## src/rtl/omsp_viol_pkg.sv

```systemverilog
// Shared definitions for the security-violation handler.
// No logic, constants and types only.
// No flow control.
package omsp_viol_pkg;

   // Handler FSM states
   typedef enum logic [1:0] {
      ST_IDLE     = 2'd0,
      ST_NOTIFY   = 2'd1,
      ST_WAIT_CLR = 2'd2,
      ST_RESET    = 2'd3
   } viol_state_e;

   // Word offsets from the block base
   localparam logic [1:0] REG_STATUS  = 2'd0;
   localparam logic [1:0] REG_PC_CAPT = 2'd1;
   localparam logic [1:0] REG_ID_CAPT = 2'd2;

   // Overflow flag position in STATUS
   localparam int OVF_BIT = 15;

   // Violation source indices in viol_src
   localparam int VIOL_ATOM  = 0;
   localparam int VIOL_MEM   = 1;
   localparam int VIOL_EXEC  = 2;
   localparam int VIOL_ENTRY = 3;

endpackage

```

## src/rtl/omsp_viol_regs.sv

```systemverilog
// Violation register file: sticky causes, OVF flag, PC/ID capture, peripheral read mux.
// Latency: state updates one mclk after the strobe/write; per_dout is combinational.
// Backpressure: none, strobes and bus accesses are taken every cycle.
//
// Ports: mclk/puc_rst_n clock and async reset; viol_src/pc/sm_id violation inputs;
// ovf_set (violation while handler active) and wr_block (ignore writes) from the FSM;
// per_* openMSP430 peripheral bus; causes_any/ovf status back to the FSM.
module omsp_viol_regs
   import omsp_viol_pkg::*;
#(
   parameter int          NUM_SRC   = 4,
   parameter logic [14:0] BASE_ADDR = 15'h0190
) (
   input  logic               mclk,
   input  logic               puc_rst_n,
   input  logic [NUM_SRC-1:0] viol_src,
   input  logic [15:0]        pc,
   input  logic [15:0]        sm_id,
   input  logic               ovf_set,
   input  logic               wr_block,
   input  logic               per_en,
   input  logic [1:0]         per_we,
   input  logic [13:0]        per_addr,
   input  logic [15:0]        per_din,
   output logic [15:0]        per_dout,
   output logic               causes_any,
   output logic               ovf
);

   localparam logic [13:0] BASE_WADDR = 14'(BASE_ADDR >> 1);

   logic [NUM_SRC-1:0] causes;
   logic [15:0]        pc_capt;
   logic [15:0]        id_capt;
   logic [13:0]        reg_off;
   logic               rd_en;
   logic               wr_status;
   logic [NUM_SRC-1:0] cause_clr;
   logic               ovf_clr;
   logic               unused_din;

   assign reg_off   = per_addr - BASE_WADDR;
   assign rd_en     = per_en & ~|per_we;
   assign wr_status = per_en & |per_we & ~wr_block & (reg_off == 14'(REG_STATUS));

   // Causes live in the low byte (NUM_SRC <= 8), OVF in the high byte.
   assign cause_clr  = {NUM_SRC{wr_status & per_we[0]}} & per_din[NUM_SRC-1:0];
   assign ovf_clr    = wr_status & per_we[1] & per_din[OVF_BIT];
   assign unused_din = ^per_din[OVF_BIT-1:NUM_SRC];

   assign causes_any = |causes;

   always_ff @(posedge mclk or negedge puc_rst_n) begin
      if (!puc_rst_n) begin
         causes  <= '0;
         ovf     <= 1'b0;
         pc_capt <= '0;
         id_capt <= '0;
      end else begin
         // Set after clear so a same-cycle strobe wins over W1C.
         causes <= (causes & ~cause_clr) | viol_src;
         ovf    <= (ovf & ~ovf_clr) | ovf_set;
         // Only the first violation of an episode is captured; the check uses
         // the registered causes, so a strobe racing a clear does not re-capture.
         if (|viol_src && !causes_any) begin
            pc_capt <= pc;
            id_capt <= sm_id;
         end
      end
   end

   always_comb begin
      per_dout = '0;
      if (rd_en) begin
         case (reg_off)
            14'(REG_STATUS): begin
               per_dout[NUM_SRC-1:0] = causes;
               per_dout[OVF_BIT]     = ovf;
            end
            14'(REG_PC_CAPT): per_dout = pc_capt;
            14'(REG_ID_CAPT): per_dout = id_capt;
            default:          per_dout = '0;
         endcase
      end
   end

endmodule

```

## src/rtl/omsp_violation_handler.sv

```systemverilog
// Security-violation collector: latches causes, raises violation_irq, escalates to reset_req.
// Latency: irq one mclk after strobe; reset_req ESC_TIMEOUT cycles after ack without clear.
// Backpressure: none, strobes and irq_acc are single-cycle and always accepted.
//
// Ports: mclk/puc_rst_n clock and async reset; viol_src violation strobes (bit 0 atomicity);
// pc/sm_id capture sources; irq_acc interrupt acknowledge; per_* peripheral bus;
// violation_irq interrupt request; reset_req PUC request to the reset generator.
module omsp_violation_handler
   import omsp_viol_pkg::*;
#(
   parameter int          NUM_SRC     = 4,
   parameter int          ESC_TIMEOUT = 16,
   parameter logic [14:0] BASE_ADDR   = 15'h0190
) (
   input  logic               mclk,
   input  logic               puc_rst_n,
   input  logic [NUM_SRC-1:0] viol_src,
   input  logic [15:0]        pc,
   input  logic [15:0]        sm_id,
   input  logic               irq_acc,
   input  logic               per_en,
   input  logic [1:0]         per_we,
   input  logic [13:0]        per_addr,
   input  logic [15:0]        per_din,
   output logic [15:0]        per_dout,
   output logic               violation_irq,
   output logic               reset_req
);

   // Keep at least one bit so ESC_TIMEOUT = 1 still elaborates.
   localparam int             CNT_W    = (ESC_TIMEOUT > 1) ? $clog2(ESC_TIMEOUT) : 1;
   localparam logic [CNT_W-1:0] CNT_LOAD = CNT_W'(ESC_TIMEOUT - 1);

   viol_state_e      state, state_nxt;
   logic [CNT_W-1:0] esc_cnt, esc_cnt_nxt;
   logic             viol_any;
   logic             active;
   logic             causes_any;
   logic             ovf;
   logic             double_fault;

   assign viol_any     = |viol_src;
   assign active       = (state == ST_NOTIFY) || (state == ST_WAIT_CLR);
   assign double_fault = active & viol_any & ovf;

   omsp_viol_regs #(
      .NUM_SRC   (NUM_SRC),
      .BASE_ADDR (BASE_ADDR)
   ) u_regs (
      .mclk       (mclk),
      .puc_rst_n  (puc_rst_n),
      .viol_src   (viol_src),
      .pc         (pc),
      .sm_id      (sm_id),
      .ovf_set    (active & viol_any),
      .wr_block   (state == ST_RESET),
      .per_en     (per_en),
      .per_we     (per_we),
      .per_addr   (per_addr),
      .per_din    (per_din),
      .per_dout   (per_dout),
      .causes_any (causes_any),
      .ovf        (ovf)
   );

   always_comb begin
      state_nxt   = state;
      esc_cnt_nxt = esc_cnt;
      case (state)
         ST_IDLE: begin
            if (viol_any) state_nxt = ST_NOTIFY;
         end
         ST_NOTIFY: begin
            if (double_fault) begin
               state_nxt = ST_RESET;
            end else if (!causes_any) begin
               state_nxt = ST_IDLE;
            end else if (irq_acc) begin
               state_nxt   = ST_WAIT_CLR;
               esc_cnt_nxt = CNT_LOAD;
            end
         end
         ST_WAIT_CLR: begin
            if (double_fault) begin
               state_nxt = ST_RESET;
            end else if (!causes_any) begin
               state_nxt = ST_IDLE;
            end else if (esc_cnt == '0) begin
               state_nxt = ST_RESET;
            end else begin
               esc_cnt_nxt = esc_cnt - CNT_W'(1);
            end
         end
         ST_RESET: begin
            // Only puc_rst_n leaves this state.
            state_nxt = ST_RESET;
         end
         default: state_nxt = ST_IDLE;
      endcase
   end

   always_ff @(posedge mclk or negedge puc_rst_n) begin
      if (!puc_rst_n) begin
         state   <= ST_IDLE;
         esc_cnt <= '0;
      end else begin
         state   <= state_nxt;
         esc_cnt <= esc_cnt_nxt;
      end
   end

   assign violation_irq = (state == ST_NOTIFY);
   assign reset_req     = (state == ST_RESET);

endmodule

```

## config.mk

```make
export PLATFORM = sky130hd
export DESIGN_NAME = omsp_violation_handler
export DESIGN_NICKNAME = d
export VERILOG_FILES = /design/src/rtl/omsp_viol_pkg.sv /design/src/rtl/omsp_viol_regs.sv /design/src/rtl/omsp_violation_handler.sv
export SDC_FILE = /design/constraint.sdc
export NUM_CORES = 1
export LEC_CHECK = 0
export CAP_MARGIN = 10
export CORE_MARGIN = 2
export CORE_UTILIZATION = 48
export CTS_BUF_LIST = sky130_fd_sc_hd__clkbuf_16
export DETAILED_ROUTE_END_ITERATION = 8
export HOLD_SLACK_MARGIN = 0.05
export PLACE_DENSITY = 0.86
export SETUP_SLACK_MARGIN = 0.05
export SLEW_MARGIN = 40
export SYNTH_ARGS = -nofsm -noshare
export SYNTH_HDL_FRONTEND = slang
export SYNTH_HIERARCHICAL = 1
export SYNTH_SLANG_ARGS = --single-unit
```

## constraint.sdc

```tcl
create_clock -name mclk -period 6.8 [get_ports mclk]
set_input_delay 2.04 -clock mclk [delete_from_list [all_inputs] [get_ports mclk]]
set_output_delay 2.04 -clock mclk [all_outputs]
set_load 0.02 [all_outputs]
```

**After elaboration in Yosys (flattened, before gate mapping)**

Cells that the tools add are included.

- Bits in registers: 43
- Input port bits: 72
- Output and inout bits: 18

- Add/subtract/negate cells: 2
- Eq/ne operators: 14
- Multiplexer cells: 19
- Bitwise gates (word level): 17
- Reductions and logical operators: 13

Operator list:

| cell | count |
|---|---|
| 2-to-1 mux 4 bit | 6 |
| one-hot mux 11 bit (2 select lines) | 1 |
| 2-to-1 mux 16 bit | 1 |
| equality test 14 x 1 -> 1 bit (second input constant) | 1 |
| equality test 14 x 2 -> 1 bit (second input constant) | 1 |
| zero test 14 bit | 1 |
| 2-to-1 mux 2 bit | 7 |
| subtractor 14 x 8 -> 14 bit (second input constant) | 1 |
| inequality test 2 bit (second input constant) | 6 |
| one-hot mux 4 bit (3 select lines) | 1 |
| AND 1 bit | 10 |
| AND 4 bit | 2 |
| inequality test 4 x 3 -> 1 bit (second input constant) | 2 |
| one-hot mux 2 bit (4 select lines) | 1 |
| one-hot mux 4 bit (2 select lines) | 1 |
| OR reduction 4 bit | 2 |
| AND reduction 7 bit | 1 |
| equality test 2 bit (second input constant) | 2 |
| zero test 4 bit | 1 |
| NOT 4 bit | 1 |
| OR 4 bit | 1 |
| subtractor 4 x 1 -> 4 bit (second input constant) | 1 |
| one-hot mux 1 bit (3 select lines) | 1 |
| AND reduction 3 bit | 1 |
| 10 further kinds | 12 |

**Logic depth before layout (Yosys ltp)**

- Depth in word-level cells: 9
- Depth in mapped cells: 7
- Gate-level depth less buffers: 6

**By module**

The synthesis kept the hierarchy.

By module, submodules not included:

| module | times used | cells an instance | area an instance (µm²) | sequential area each (µm²) |
|---|---|---|---|---|
| omsp_viol_regs | 1 | 162 | 1880.6 | 925.9 |
| omsp_violation_handler | 1 | 53 | 521.8 | 150.1 |

**Least setup slack after synthesis**

OpenSTA, ideal clock, no wires.

- Path kind: input -> output
- Start point: in per_addr[3]
- End point: out per_dout[10]
- Arrival time: 3.442 ns
- Required time: 4.760 ns
- Slack: 1.318 ns
- Stages: 7
- Cells stage by stage: inv_1 ha_1 xor2_1 and3b_1 o2111ai_1 clkbuf_1 nor2_1

- Longest elaborated chain between the ends: 4

RTL lines:

| element | line | source |
|---|---|---|
| from (decl) | omsp_violation_handler.sv:23 | `input logic [13:0] per_addr,` |
| subtractor 14 x 8 -> 14 bit (*) | omsp_viol_regs.sv:42 | `assign reg_off = per_addr - BASE_WADDR;` |
| equality test 14 x 2 -> 1 bit / equality test 14 x 1 -> 1 bit (equally long branches) | omsp_viol_regs.sv:75 | `case (reg_off)` |
| one-hot mux 11 bit (2 select lines) (*) | omsp_viol_regs.sv:75 |  |
| 2-to-1 mux 16 bit (*) | omsp_viol_regs.sv:74 | `if (rd_en) begin` |
| to (decl) | omsp_violation_handler.sv:25 | `output logic [15:0] per_dout,` |

Mark *: on every way between the ends. The rest lies on a longest branch, timed or not.

**Worst setup path in the final report**

- Start point: in per_addr[3]
- End point: out per_dout[0]

- Longest elaborated chain between the ends: 4

RTL lines:

| element | line |
|---|---|
| subtractor 14 x 8 -> 14 bit (*) | omsp_viol_regs.sv:42 |
| equality test 14 x 2 -> 1 bit (tied with other cells) | omsp_viol_regs.sv:75 |
| one-hot mux 4 bit (3 select lines) (*) | omsp_viol_regs.sv:75 |
| 2-to-1 mux 16 bit (*) | omsp_viol_regs.sv:74 |

Marked as above.

==> flow_metrics.env <==
export IMPL_hold_viol=0
export IMPL_critical_path_startpoint="per_addr[3]"
export IMPL_start_util=0.502
export IMPL_firstDrtPassIters=4
export IMPL_cpPeakStageDelay_ns=0.66
export IMPL_synth_area_leaders="dfrtp_1, mux2_2, nor2_1, ha_1, a22oi_1"
export IMPL_ys_warn_count=6
export IMPL_yosysMostFrequentCell="dfrtp_1"
export IMPL_reg2reg_slack_ns=4.50
export IMPL_fin_crit_ns=6.53
export IMPL_yosysTopAreaCell="dfrtp_1"
export IMPL_clock_sinks=43
export IMPL_antenna_cells=0
export IMPL_dp_hpwl_um=4380
export IMPL_die_h_um=74.7
export IMPL_clock_latency_ns=0.28
export IMPL_placed_cells=356
export IMPL_fin_setup_tns_ns=0
export IMPL_min_from="u_regs/id_capt[11]"
export IMPL_synth_seq_cells=43
export IMPL_viasPerCell=5.48
export IMPL_setup_violations=0
export IMPL_synth_edff_count=0
export IMPL_cts_made_buffers=5
export IMPL_num_vias=1995
export IMPL_cpMaxStageDelayCell="clkdlybuf4s50_1"
export IMPL_drv_slew=0
export IMPL_maxCapViolations=0
export IMPL_yosysTopAreaCellShare=0.448
export IMPL_numPortBuffers=78
export IMPL_skew_ns=0.00410
export IMPL_ir_drop_mv=0.229
export IMPL_antenna_found_initial=0
export IMPL_cts_resized=0
export IMPL_grtUsageTotal=0.228
export IMPL_r2r_end="u_regs/pc_capt[5]"
export IMPL_drc=0
export IMPL_p_leak_nw=1.36
export IMPL_wirelength_um=6100
export IMPL_status="completed"
export IMPL_slew_headroom=0.590
export IMPL_whs_path_depth=1
export IMPL_wl_per_cell_um=16.8
export IMPL_grt_pass1_wl_um=9390
export IMPL_drt_iter0_drc=118
export IMPL_drive_above_1_share=0.175
export IMPL_core_area_um2=4790
export IMPL_crit_arrival_ns=4.49
export IMPL_cts_buffer_depth=2
export IMPL_crit_path_max_fanout=16
export IMPL_syn_area_per_cell_um2=11.2
export IMPL_clk_pin_slew_ns=0.06
export IMPL_cts_setup_buffers=0
export IMPL_synth_top_flop_cell="dfrtp_1"
export IMPL_path_cells="clkdlybuf4s50_1, inv_1, ha_1, xor2_1, and3b_1, o2111ai_1, buf_4, nor2_1, clkdlybuf4s50_1"
export IMPL_cts_root_buf="clkbuf_16"
export IMPL_fmaxAchievable_mhz=153
export IMPL_chipWidth_um=74.7
export IMPL_final_cells=364
export IMPL_final_fill_count=356
export IMPL_period_share=0.961
export IMPL_synth_top_cells_by_count="dfrtp_1, mux2_2, nor2_1, a22oi_1, inv_1"
export IMPL_synthCells=215
export IMPL_rr_worst_depth=5
export IMPL_grt_max_degree=44
export IMPL_drtAntennaViolNets=0
export IMPL_dieArea_um2=5590
export IMPL_worstHoldPathType="reg2reg"
export IMPL_tightest_slew_ns=0.606
export IMPL_ys_types=50
export IMPL_ios=90
export IMPL_cp_start_kind="input pin"
export IMPL_r2r_start="u_regs/causes[2]"
export IMPL_cts_tree="built"
export IMPL_gp_congestion=0.936
export IMPL_seq_area_frac_synth=0.448
export IMPL_cts_max_level=2
export IMPL_synth_fp_nets=294
export IMPL_postSynth_asyncResetShare=1.00
export IMPL_worstSetupPathType="in2out"
export IMPL_grt_pass1_vias=1999
export IMPL_p_total_uw=862
export IMPL_grt_setup_unrepaired="false"
export IMPL_cp_common_cell="clkdlybuf4s50_1"
export IMPL_fin_util=0.719
export IMPL_syn2layout_area_growth_pct=43.3
export IMPL_rows=25
export IMPL_overflow=0
export IMPL_powerDensity_nw_per_um2=250
export IMPL_postCtsHoldBufs=0
export IMPL_nNetsFinal=375
export IMPL_hold_path_end="u_regs/id_capt[11]"
export IMPL_cp_required_ns=4.76
export IMPL_synth_area_um2=2400
export IMPL_crit_path_end_kind="primary output"
-- area by class of cell --
class | count | area [um^2] | share of cell area
tap | 67 | 83.8 | 0.0244
timing repair buffer | 83 | 823 | 0.239
inverter | 11 | 41.3 | 0.0120
clock buffer | 5 | 125 | 0.0364
multi-input combinational | 152 | 1230 | 0.357
clock inverter | 3 | 63.8 | 0.0185
sequential | 43 | 1080 | 0.313
-- through the flow --
step                      cell area [um^2]  setup WS (ns)  hold slack, ns
after floorplan                       2400           1.32           0.458
after CTS                             3440          0.260           0.510
final                                 3440          0.266           0.506
after global routing                  3440          0.187           0.523
after global placement                3230          0.447           0.468
after detailed placement              3250          0.409           0.495
-- layout by cell type (no fill, tap or decap), types with 2 or more instances in the layout --
master	Yosys	routed
mux2_2	31	31
o221ai_1	2	2
nand4_1	2	2
nor2_1	27	27
or3_1	2	2
o21bai_1	2	2
clkbuf_16	0	5
buf_6	3	2
nand2b_1	4	4
a21oi_1	7	7
a22oi_1	11	11
nand2_1	3	3
clkdlybuf4s50_1	0	77
ha_1	7	7
mux2_1	2	2
a221oi_1	2	2
mux2i_1	6	6
bufinv_16	0	2
a31oi_1	5	5
o21ai_0	2	2
nand3_1	3	3
o41a_1	2	2
inv_1	11	12
nor2b_1	4	4
dfrtp_1	43	43
nor4b_1	2	2
buf_4	0	4
-- power by group --
group / internal (mW) / total (mW) / switching, mW
registers: 0.284 / 0.306 / 0.0223
logic: 0.125 / 0.252 / 0.127
clock network: 0.209 / 0.304 / 0.0950
-- logic make-up after synthesis --
group / Yosys count / share of synthesized area
AOI/OAI and AO/OA: 45 / 0.149
xor gates and xnor gates: 1 / 0.00365
adders and majority gates: 7 / 0.0365
buffers and inverters: 20 / 0.0406
DFF: 43 / 0.448
muxes: 39 / 0.180
and+or+nand+nor: 60 / 0.143
-- sequential cells by signal, summed over array words and instances, names as in the netlist --
| register | flops |
|---|---|
| state | 2 |
| u_regs/pc_capt | 16 |
| u_regs/causes | 4 |
| u_regs/ovf | 1 |
| esc_cnt | 4 |
| u_regs/id_capt | 16 |
-- critical path: cells and delay by family --
kind | cells | cell delay [ns]
xor+xnor | 1 | 0.18
compound gates | 1 | 0.15
simple gates | 2 | 0.46
buf+inv | 4 | 1.45
fa+ha+maj | 1 | 0.21
-- worst max-delay path by stage --
stage | slack, ns | end
after floorplan | 1.32 | per_dout[10]
after global placement | 0.45 | per_dout[1]
after detailed placement | 0.41 | per_dout[1]
after CTS | 0.26 | per_dout[0]
after global routing | 0.19 | per_dout[0]
final | 0.27 | per_dout[0]
-- metal layers --
| metal | GRT usage | vias up | wire length (um) |
|---|---|---|---|
| met5 | 0 | - | 0 |
| met4 | 0.0952 | 0 | 135 |
| met2 | 0.399 | 57 | 3130 |
| met3 | 0.0308 | 11 | 232 |
| met1 | 0.284 | 970 | 2610 |
| li1 | - | 957 | - |
Note: power is estimated with default switching activity, not from simulation.
